$ cat src/rtl/ahbl_defs.sv
// AHB-Lite protocol encodings shared by bus-fabric blocks.
package ahbl_defs;

  typedef enum logic [1:0] {
    HTRANS_IDLE   = 2'b00,
    HTRANS_BUSY   = 2'b01,
    HTRANS_NONSEQ = 2'b10,
    HTRANS_SEQ    = 2'b11
  } htrans_e;

  localparam logic HRESP_OKAY  = 1'b0;
  localparam logic HRESP_ERROR = 1'b1;

  // NONSEQ and SEQ both carry a real transfer; IDLE and BUSY do not.
  function automatic logic htrans_active(input logic [1:0] htrans);
    return htrans[1];
  endfunction

endpackage

$ cat src/rtl/ahbl_to_apb.sv
// AHB-Lite slave to APB master bridge: one APB setup/access per AHB transfer,
// AHB wait states until the completer is ready, APB errors as two-cycle ERROR.
module ahbl_to_apb
  import ahbl_defs::*;
#(
  parameter int W_HADDR = 32,
  parameter int W_PADDR = 16,
  parameter int W_DATA  = 32
) (
  input  logic               clk,
  input  logic               rst_n,
  input  logic               ahbls_hready,
  output logic               ahbls_hready_resp,
  output logic               ahbls_hresp,
  input  logic [W_HADDR-1:0] ahbls_haddr,
  input  logic               ahbls_hwrite,
  input  logic [1:0]         ahbls_htrans,
  input  logic [2:0]         ahbls_hsize,
  input  logic [2:0]         ahbls_hburst,
  input  logic [3:0]         ahbls_hprot,
  input  logic               ahbls_hmastlock,
  input  logic [W_DATA-1:0]  ahbls_hwdata,
  output logic [W_DATA-1:0]  ahbls_hrdata,
  output logic [W_PADDR-1:0] apbm_paddr,
  output logic               apbm_psel,
  output logic               apbm_penable,
  output logic               apbm_pwrite,
  output logic [W_DATA-1:0]  apbm_pwdata,
  input  logic [W_DATA-1:0]  apbm_prdata,
  input  logic               apbm_pready,
  input  logic               apbm_pslverr
);

  typedef enum logic [2:0] {
    S_IDLE, S_WR_DATA, S_SETUP, S_ACCESS, S_RESP, S_ERR1, S_ERR2
  } state_e;

  state_e               state_q, state_d;
  logic                 hready_resp_q, hready_resp_d;
  logic                 hresp_q, hresp_d;
  logic [W_DATA-1:0]    hrdata_q, hrdata_d;
  logic [W_PADDR-1:0]   paddr_q, paddr_d;
  logic                 psel_q, psel_d;
  logic                 penable_q, penable_d;
  logic                 pwrite_q, pwrite_d;
  logic [W_DATA-1:0]    pwdata_q, pwdata_d;
  logic                 xfer_req;

  assign xfer_req = ahbls_hready && htrans_active(ahbls_htrans);

  always_comb begin
    // NOTE: every variable gets a default before the case so no path leaves it unassigned (no latches).
    state_d  = state_q;
    paddr_d  = paddr_q;
    pwrite_d = pwrite_q;
    pwdata_d = pwdata_q;
    hrdata_d = hrdata_q;

    case (state_q)
      S_IDLE, S_RESP, S_ERR2: begin
        if (xfer_req) begin
          paddr_d  = ahbls_haddr[W_PADDR-1:0];
          pwrite_d = ahbls_hwrite;
          state_d  = ahbls_hwrite ? S_WR_DATA : S_SETUP;
        end else begin
          state_d = S_IDLE;
        end
      end
      S_WR_DATA: begin
        pwdata_d = ahbls_hwdata;
        state_d  = S_SETUP;
      end
      S_SETUP: state_d = S_ACCESS;
      S_ACCESS: begin
        // pslverr only means something on the cycle the completer is ready.
        if (apbm_pready) begin
          if (apbm_pslverr) begin
            state_d  = S_ERR1;
            hrdata_d = '0;
          end else begin
            state_d  = S_RESP;
            hrdata_d = apbm_prdata;
          end
        end
      end
      S_ERR1:  state_d = S_ERR2;
      default: state_d = S_IDLE;
    endcase

    // Outputs are decoded from the next state so they can all be registered.
    psel_d        = (state_d == S_SETUP) || (state_d == S_ACCESS);
    penable_d     = (state_d == S_ACCESS);
    hready_resp_d = (state_d == S_IDLE) || (state_d == S_RESP) || (state_d == S_ERR2);
    hresp_d       = ((state_d == S_ERR1) || (state_d == S_ERR2)) ? HRESP_ERROR : HRESP_OKAY;
  end

  // NOTE: sequential state uses non-blocking assignments so all registers update from pre-edge values.
  always_ff @(posedge clk or negedge rst_n) begin
    if (!rst_n) begin
      state_q       <= S_IDLE;
      hready_resp_q <= 1'b1;
      hresp_q       <= HRESP_OKAY;
      hrdata_q      <= '0;
      paddr_q       <= '0;
      psel_q        <= 1'b0;
      penable_q     <= 1'b0;
      pwrite_q      <= 1'b0;
      pwdata_q      <= '0;
    end else begin
      state_q       <= state_d;
      hready_resp_q <= hready_resp_d;
      hresp_q       <= hresp_d;
      hrdata_q      <= hrdata_d;
      paddr_q       <= paddr_d;
      psel_q        <= psel_d;
      penable_q     <= penable_d;
      pwrite_q      <= pwrite_d;
      pwdata_q      <= pwdata_d;
    end
  end

  assign ahbls_hready_resp = hready_resp_q;
  assign ahbls_hresp       = hresp_q;
  assign ahbls_hrdata      = hrdata_q;
  assign apbm_paddr        = paddr_q;
  assign apbm_psel         = psel_q;
  assign apbm_penable      = penable_q;
  assign apbm_pwrite       = pwrite_q;
  assign apbm_pwdata       = pwdata_q;

  // Sideband attributes are not forwarded: every access is a full word.
  logic unused;
  assign unused = ^{ahbls_haddr[W_HADDR-1:W_PADDR], ahbls_htrans[0], ahbls_hsize,
                    ahbls_hburst, ahbls_hprot, ahbls_hmastlock};

endmodule

$ cat config.mk
export PLATFORM = sky130hd
export DESIGN_NAME = ahbl_to_apb
export DESIGN_NICKNAME = d
export VERILOG_FILES = /design/src/rtl/ahbl_defs.sv /design/src/rtl/ahbl_to_apb.sv
export SDC_FILE = /design/constraint.sdc
export NUM_CORES = 1
export LEC_CHECK = 0
export CAP_MARGIN = 5
export CORE_MARGIN = 1.5
export CORE_UTILIZATION = 41
export CTS_CLUSTER_SIZE = 20
export DETAILED_ROUTE_END_ITERATION = 6
export GPL_ROUTABILITY_DRIVEN = 0
export PLACE_DENSITY = 0.88
export SLEW_MARGIN = 20
export SYNTH_ARGS = -nofsm -noshare
export SYNTH_HDL_FRONTEND = slang
export SYNTH_SLANG_ARGS = --single-unit
$ cat constraint.sdc
create_clock -name clk -period 3.75 [get_ports clk]
set_clock_uncertainty 0.2 [all_clocks]
set_input_delay 0.75 -clock clk [delete_from_list [all_inputs] [get_ports clk]]
set_output_delay 0.75 -clock clk [all_outputs]
set_load 0.1 [all_outputs]
==> impl_metrics.ini, run 1 <==
[global_route]
grt_pass1_wl_um = 12400
grt_pass1_vias = 2633
grt_overflow = 0
grt_max_degree = 89
track_usage = 0.176
grt_antenna_before_repair = 0

[critical_path]
path_buf_inv = 1
reg2reg_depth = 4
reg2reg_slack_ps = 1720
crit-reg2reg-launch = state_q[1]$_DFF_PN0_
crit_type = flip-flop to output pin
cp_max_fo = 2
critical_path_arrival_ps = 1880
r2r_end = apbm_paddr[6]$_DFFE_PN0P_
cpMaxStageDelayCell = clkdlybuf4s50_1
critPathTopFamily = buffers and inverters
path_cells = clkdlybuf4s50_1
critPathMaxStageDelay_ps = 1160
critPathLaunch = apbm_paddr[10]$_DFFE_PN0P_
crit_required_ps = 2800
start_kind = flip-flop
end_kind = output pin

[clock_tree]
clk_pin_slew_ps = 90
cts.sinks = 88
clock_path_buffers = 2
clkLatencyLatePin_ps = 330
cts_buffers = 9
cts_setup_buffers = 0
cts_root_buffer = clkbuf_8
postCtsResizedCells = 0
hold_buffers = 0
cts_tree = yes
h-tree-depth = 3

[detailed_routing]
vias = 2603
wirelength_um = 7960
drt_iter0_drc = 91
final_antenna_net_count = 0
drc_errors = 0
vias_per_cell = 4.70
wl_per_cell_um = 14.4
drt_pass1_iterations = 4

[synth]
ys_warn_count = 0
synth_seq_cells = 88
synth-simple-area-share = 0.125
synth_area_per_cell_um2 = 13.0
synth.distinct_cells = 25
synth-xor-area-share = 0
syn_nets = 390
muxShareOfSynthArea = 0.163
ys_seq_area_frac = 0.617
synth_top_family_by_area = multiplexers
synth-compound-area-share = 0.0634
synthesis.area_mm2 = 0.00357
synth_fa_ha_area_frac = 0
synthCells = 275

[placed_design]
place_hpwl_um = 5740
port_buffers = 171

[final_layout]
diodes = 0
final_net_count = 559
drive_gt1_frac = 0.163
area_delta_synth_final_pct = 54.6

[timing]
max_slew.worst_pin.slew_ps = 1000
rsz0062_at_grt = no
setup_viol = 0
fmax_mhz = 354
hold_slack_ps = 265
max_slew_margin = 0.329
tns_ps = 0
fin_crit_sh = 0.754
hold_viol = 0
final-max-slew-violation-count = 0
finalCriticalPeriod_ps = 2830

[floorplan]
core_mm2 = 0.00834
die_h_um = 96.3
rows = 33
start_util = 0.428
ios = 200
die_x_um = 96.3
dieArea_mm2 = 0.00928

[flow_run]
cap_viol_max_count = 0

[hold_path]
min_path_type = input pin to async pin

[run_status]
status = finished, final reports clean
==> flip-flops by register name, indices dropped and copies added (netlist names) <==
| name | count |
|---|---|
| ahbls_hrdata | 32 |
| ahbls_hready_resp | 1 |
| ahbls_hresp | 1 |
| apbm_paddr | 16 |
| apbm_penable | 1 |
| apbm_psel | 1 |
| apbm_pwdata | 32 |
| apbm_pwrite | 1 |
| state_q | 3 |
==> logic make-up (layout without fill, tap and decap cells) <==
logic type,count (synthesis),after routing
flops,88,88
mux,49,49
buf+inv,16,190
compound gates,41,41
simple gates,81,81
==> cells in the final DEF, fill, tap and decap left out, types with 3 or more instances in the layout <==
cell,count
clkdlybuf4s50_1,169
o21ai_0,32
dfrtp_1,87
nor2_1,3
nand2b_1,35
mux2_4,8
mux2_2,39
buf_4,4
clkbuf_8,9
nand2_1,35
==> final cells by class <==
type / instances / area, µm²
repair buffers: 174 / 1730
multi-input cells: 171 / 1250
fillers: 620 / 2820
flip-flops and latches: 88 / 2200
clock inverters: 6 / 68.8
clock buffers: 10 / 128
well taps: 105 / 131
==> Yosys cell counts <==
master,number,share of area
a21oi_1,2,0.0028
nor4_1,1,0.0018
o21bai_1,1,0.0021
nor3b_4,1,0.0053
a21boi_0,2,0.0042
nand2_1,35,0.037
dfrtp_1,87,0.61
nor2b_4,1,0.0039
nor3_4,1,0.0046
buf_6,5,0.016
nand4b_1,2,0.0049
clkbuf_1,9,0.0095
buf_8,1,0.0042
nor2_1,3,0.0032
dfstp_2,1,0.0074
buf_4,1,0.0021
mux2_2,39,0.12
a21o_1,1,0.0021
mux2_1,2,0.0063
o2bb2ai_1,2,0.0049
mux2_4,8,0.034
o21ai_0,32,0.045
or2_2,2,0.0035
a2bb2oi_1,1,0.0025
nand2b_1,35,0.061
==> how the worst max path moves through the flow <==
stage	to	slack, ps	cells after the start
3_5_place_dp	apbm_paddr[6]$_DFFE_PN0P_	1090	5
4_1_cts	apbm_paddr[10]	890	1
3_3_place_gp	apbm_paddr[2]$_DFFE_PN0P_	1160	5
6_report	apbm_paddr[10]	920	1
5_1_grt	apbm_pwdata[13]	870	1
2_1_floorplan	apbm_paddr[10]$_DFFE_PN0P_	1760	4
==> per-stage QoR <==
step | setup slack [ps] | instance area (µm²) | util | instances
global placement | 1160 | 5320 | 0.638 | 538
global route | 873 | 5520 | 0.662 | 554
detailed placement | 1090 | 5320 | 0.638 | 538
CTS | 891 | 5520 | 0.661 | 554
finish | 922 | 5520 | 0.662 | 554
floorplan | 1760 | 3570 | - | 275
==> metal layers <==
metal / share of wire / vias to the layer above / global-route usage
li1: - / 1264 / -
met1: 0.39 / 1214 / 0.204
met2: 0.48 / 112 / 0.295
met3: 0.11 / 13 / 0.0695
met4: 0.015 / 0 / 0.0640
met5: 0 / - / 0
Power of run 1 is left out: the tool's default activity adds up to more than one toggle a clock period on the data nets, which glitch-free logic cannot reach.
==> run 2, diff against run 1 <==
--- a/config.mk
+++ b/config.mk
@@ -7,11 +7,11 @@
 export LEC_CHECK = 0
 export CAP_MARGIN = 5
 export CORE_MARGIN = 1.5
-export CORE_UTILIZATION = 41
+export CORE_UTILIZATION = 35
 export CTS_CLUSTER_SIZE = 20
 export DETAILED_ROUTE_END_ITERATION = 6
 export GPL_ROUTABILITY_DRIVEN = 0
-export PLACE_DENSITY = 0.88
+export PLACE_DENSITY = 0.8
 export SLEW_MARGIN = 20
 export SYNTH_ARGS = -nofsm -noshare
 export SYNTH_HDL_FRONTEND = slang
==> constraint.sdc (replaced) <==
create_clock -name clk -period 2.5 [get_ports clk]
set_clock_uncertainty 0.2 [all_clocks]
set_input_delay 0.5 -clock clk [delete_from_list [all_inputs] [get_ports clk]]
set_output_delay 0.5 -clock clk [all_outputs]
set_load 0.1 [all_outputs]
==> run 2 against run 1 <==
Net effect:
- critical path depth up 2
- sequential share of layout area up 0.50 points
- hold slack improved by 18 ps
- clock-buffer cell count unchanged
- wire length grew 0.69%
- global-route usage down 2.2 points
- non-clock buffer count grew 4
- core utilization down 11 points
- setup slack got worse by 340 ps
- register-to-register slack worse by 1100 ps
- die area rose by 17%
- critical path type is now flip-flop to flip-flop
- largest cell class unchanged
==> impl_metrics.ini, run 2 (synthesized netlist as in run 1, its figures left out) <==
[run_status]
status = finished, final reports clean

[floorplan]
ios = 200
core_mm2 = 0.00982
rows = 36
die_x_um = 104
start_util = 0.364
dieArea_mm2 = 0.0108
die_h_um = 104

[critical_path]
crit_required_ps = 2530
crit-reg2reg-launch = state_q[0]$_DFF_PN0_
cp_num_cells = 3
r2r_end = apbm_pwdata[22]$_DFFE_PN0N_
crit_type = flip-flop to flip-flop
critical_path_arrival_ps = 1950
path_buf_inv = 1
path_cells = nor3b_4 > buf_4 > mux2_2
critPathMaxStageDelay_ps = 580
reg2reg_slack_ps = 580
cpMaxStageDelayCell = dfrtp_1
end_kind = flip-flop
cp_max_fo = 32
reg2reg_depth = 3
critPathTopFamily = flip-flops
start_kind = flip-flop

[hold_path]
min_path_type = flip-flop to flip-flop
hold_start = ahbls_hrdata[6]$_DFFE_PN0P_
min_delay_worst_endpoint = ahbls_hrdata[6]$_DFFE_PN0P_
hold_depth = 2

[final_layout]
area_delta_synth_final_pct = 52.6
layout_commonest_cell = buf_4
diodes = 0
drive_gt1_frac = 0.353
mostFrequentLayoutCells = 89 x buf_4, 87 x dfrtp_1, 85 x clkdlybuf4s50_1
final_net_count = 563
fillers = 849

[timing]
hold_viol = 0
fin_crit_sh = 0.769
fmax_mhz = 520
finalCriticalPeriod_ps = 1920
final-max-slew-violation-count = 0
max_slew_margin = 0.646
rsz0062_at_grt = no
tns_ps = 0
setup_viol = 0
max_slew.worst_pin.slew_ps = 532

[detailed_routing]
drc_errors = 0
wirelength_um = 8010
final_antenna_net_count = 0
wl_per_cell_um = 13.7
vias = 2661
vias_per_cell = 4.54
drt_iter0_drc = 54
drt_pass1_iterations = 4

[clock_tree]
hold_buffers = 1
postCtsResizedCells = 0
clock_path_buffers = 2
cts_tree = yes
cts_buffers = 9
cts_setup_buffers = 0
clkLatencyLatePin_ps = 350
clk_pin_slew_ps = 80
cts_root_buffer = clkbuf_8
cts.sinks = 88
h-tree-depth = 3

[global_route]
track_usage = 0.154
grt_pass1_wl_um = 13400
grt_overflow = 0
grt_antenna_before_repair = 0
grt_max_degree = 65
grt_pass1_vias = 2696

[placed_design]
place_hpwl_um = 6000
port_buffers = 171

[flow_run]
cap_viol_max_count = 0
run 2: how the worst max path moves through the flow:
stage                    startpoint                          end  slack (ps)
2_1_floorplan  state_q[1]$_DFF_PN0_   apbm_paddr[10]$_DFFE_PN0P_         700
3_3_place_gp           ahbls_hready    apbm_paddr[3]$_DFFE_PN0P_         320
3_5_place_dp           ahbls_hready   apbm_paddr[15]$_DFFE_PN0P_         280
4_1_cts        state_q[0]$_DFF_PN0_  apbm_pwdata[29]$_DFFE_PN0N_         570
5_1_grt        state_q[0]$_DFF_PN0_  apbm_pwdata[26]$_DFFE_PN0N_         500
6_report       state_q[0]$_DFF_PN0_  apbm_pwdata[22]$_DFFE_PN0N_         580
run 2: per-stage QoR:
| stage | util | worst slack, ps | hold WS (ps) | cells | area, µm² |
|---|---|---|---|---|---|
| after global routing | 0.555 | 502 | 326 | 586 | 5450 |
| after detailed placement | 0.530 | 283 | 272 | 569 | 5200 |
| after CTS | 0.555 | 569 | 290 | 586 | 5450 |
| after global placement | 0.530 | 323 | 263 | 569 | 5200 |
| after floorplan | - | 698 | 4.41 | 275 | 3570 |
| final | 0.555 | 577 | 282 | 586 | 5450 |
run 2: routing by layer:
metal | GRT usage | vias to the layer above | wire [µm] | share of wire
met2 | 0.238 | 115 | 3740 | 0.47
met4 | 0.0714 | 0 | 150 | 0.019
li1 | - | 1275 | - | -
met5 | 0 | - | 0 | 0
met1 | 0.199 | 1258 | 3490 | 0.44
met3 | 0.0470 | 13 | 628 | 0.078
run 2: cell type report:
| class | count | area, µm² | area share |
|---|---|---|---|
| sequential | 88 | 2200 | 0.404 |
| multi-input combinational | 171 | 1250 | 0.230 |
| clock inverter | 6 | 109 | 0.0200 |
| timing repair buffer | 178 | 1590 | 0.292 |
| tap | 133 | 166 | 0.0305 |
| clock buffer | 10 | 128 | 0.0234 |
run 2: worst register-to-register path, cell delays in order, from the launching register on:
cell,delay [ps]
dfrtp_1,580
nor3b_4,240
buf_4,380
mux2_2,410
Power of run 2 is left out for the same reason.
==> run 3, diff against run 2 <==
==> constraint.sdc (replaced) <==
create_clock -name clk -period 1.57 [get_ports clk]
set_clock_uncertainty 0.2 [all_clocks]
set_input_delay 0.314 -clock clk [delete_from_list [all_inputs] [get_ports clk]]
set_output_delay 0.314 -clock clk [all_outputs]
set_load 0.1 [all_outputs]
==> run 3 against run 2 <==
Net effect:
- the run now ends with setup timing left
- register-to-register slack got worse by 650 ps
- largest cell class is now non-clock buffers
- non-clock buffer count increased by 18
- fmax rose by 17%
- design area grew 26%
- die area stayed put
- critical path depth grew 1
- hold slack gained 21 ps
- final cell count increased by 2.9%
==> impl_metrics.ini, run 3 (synthesized netlist as in run 1, its figures left out) <==
[detailed_routing]
vias = 2801
final_antenna_net_count = 0
drt-met1-wl_um = 4010
drt_iter0_drc = 71
drt_pass1_iterations = 4
highest_layer = met4
vias_per_cell = 4.65
wirelength_um = 10200
wl_met3_um = 866
wl_met2_um = 5160
drc_errors = 0
wl_per_cell_um = 16.9

[clock_tree]
clkLatencyLatePin_ps = 350
clk_pin_slew_ps = 80
cts.sinks = 88
clock_path_buffers = 2
h-tree-depth = 3
cts_root_buffer = clkbuf_8
cts_tree = yes
cts_buffers = 9

[timing]
hold_viol = 0
rsz0062_at_grt = yes
setup_viol = 64
fmax_mhz = 609
fin_ws_ps = -71.1
finalCriticalPeriod_ps = 1640
final-max-slew-violation-count = 0
fin_crit_sh = 1.05
max_slew.worst_pin.slew_ps = 478
max_slew_margin = 0.681

[final_layout]
drive_gt1_frac = 0.385
final_net_count = 581
mostFrequentLayoutCells = 90 x buf_12, 86 x dfrtp_1, 85 x clkdlybuf4s50_1
final_cell_count_no_fill = 603
area_delta_synth_final_pct = 91.6
diodes = 0
fin_area_mm2 = 0.00684
layout_commonest_cell = buf_12

[critical_path]
start_kind = flip-flop
cp_max_fo = 8
crit_end = apbm_pwdata[9]$_DFFE_PN0N_
crit-reg2reg-launch = state_q[2]$_DFF_PN0_
critPathLaunch = state_q[2]$_DFF_PN0_
critical_path_arrival_ps = 1680
crit_required_ps = 1610
crit_type = flip-flop to flip-flop
reg2reg_depth = 4
r2r_end = apbm_pwdata[9]$_DFFE_PN0N_
end_kind = flip-flop
reg2reg_slack_ps = -70

[floorplan]
start_util = 0.364
ios = 200
die_x_um = 104
rows = 36
core_mm2 = 0.00982
die_h_um = 104
dieArea_mm2 = 0.0108

[global_route]
track_usage = 0.190
grt_antenna_before_repair = 0
grt_pass1_wl_um = 16200
grt_max_degree = 89
grt_pass1_vias = 2966
grt_overflow = 0

[placed_design]
dp.cells = 579
place_hpwl_um = 7260
postPlaceCellArea_mm2 = 0.00648
port_buffers = 171

[hold_path]
min_path_type = input pin to flip-flop

[run_status]
status = finished with violations
failed_checks = setup timing

[flow_run]
cap_viol_max_count = 0
-- run 3: cell count changes in the layout (fill, tap and decap cells not counted), sizes merged --
cell      change
clkinv        -2
clkbuf        +4
buf          +16
bufinv        -2
clkinvlp      +1
-- run 3: stage by stage --
| stage | util | worst slack [ps] | TNS (ps) | hold slack [ps] |
|---|---|---|---|---|
| after floorplan | - | -186 | -4890 | -182 |
| after global placement | 0.660 | -375 | -11100 | 187 |
| after detailed placement | 0.660 | -431 | -13020 | 195 |
| after CTS | 0.687 | -70.5 | -1440 | 302 |
| after global routing | 0.697 | -125 | -6790 | 303 |
| final | 0.697 | -71.1 | -2650 | 304 |
-- run 3: how the worst min path moves through the flow --
stage	from	endpoint	slack [ps]	cells past startpoint
after global placement	rst_n	apbm_pwdata[22]$_DFFE_PN0N_	190	2
final	apbm_prdata[27]	ahbls_hrdata[27]$_DFFE_PN0P_	300	3
after detailed placement	rst_n	apbm_pwdata[22]$_DFFE_PN0N_	190	2
after floorplan	rst_n	ahbls_hrdata[0]$_DFFE_PN0P_	-180	0
after global routing	apbm_prdata[24]	ahbls_hrdata[24]$_DFFE_PN0P_	300	3
after CTS	apbm_prdata[24]	ahbls_hrdata[24]$_DFFE_PN0P_	300	3
-- run 3: layout make-up --
| cell class | instances | area (µm²) |
|---|---|---|
| timing repair buffer | 196 | 2890 |
| fill | 693 | 2980 |
| sequential | 88 | 2200 |
| multi-input combinational | 171 | 1400 |
| tap | 133 | 166 |
| clock buffer | 12 | 145 |
| clock inverter | 3 | 42.5 |
-- run 3: metal layers --
metal / vias to the layer above / global-route usage
li1: 1308 / -
met1: 1360 / 0.219
met2: 121 / 0.326
met3: 12 / 0.0708
met4: 0 / 0.0635
met5: - / 0
-- run 3: repair_timing --
action,4_1_cts,5_1_grt
buffers inserted,3,1
cloned,1,3
hold buffers,1,0
pin swaps,1,1
setup endpoints to repair,70,82
hold endpoints to repair,87,0
gates resized for setup,10,24
-- run 3: critical path: stages, from the launching register on --
cell and delay (ps):
dfrtp_2 450, nor3b_4 230, buf_4 190, clkbuf_16 170, mux2_4 300
Power of run 3 is left out for the same reason.
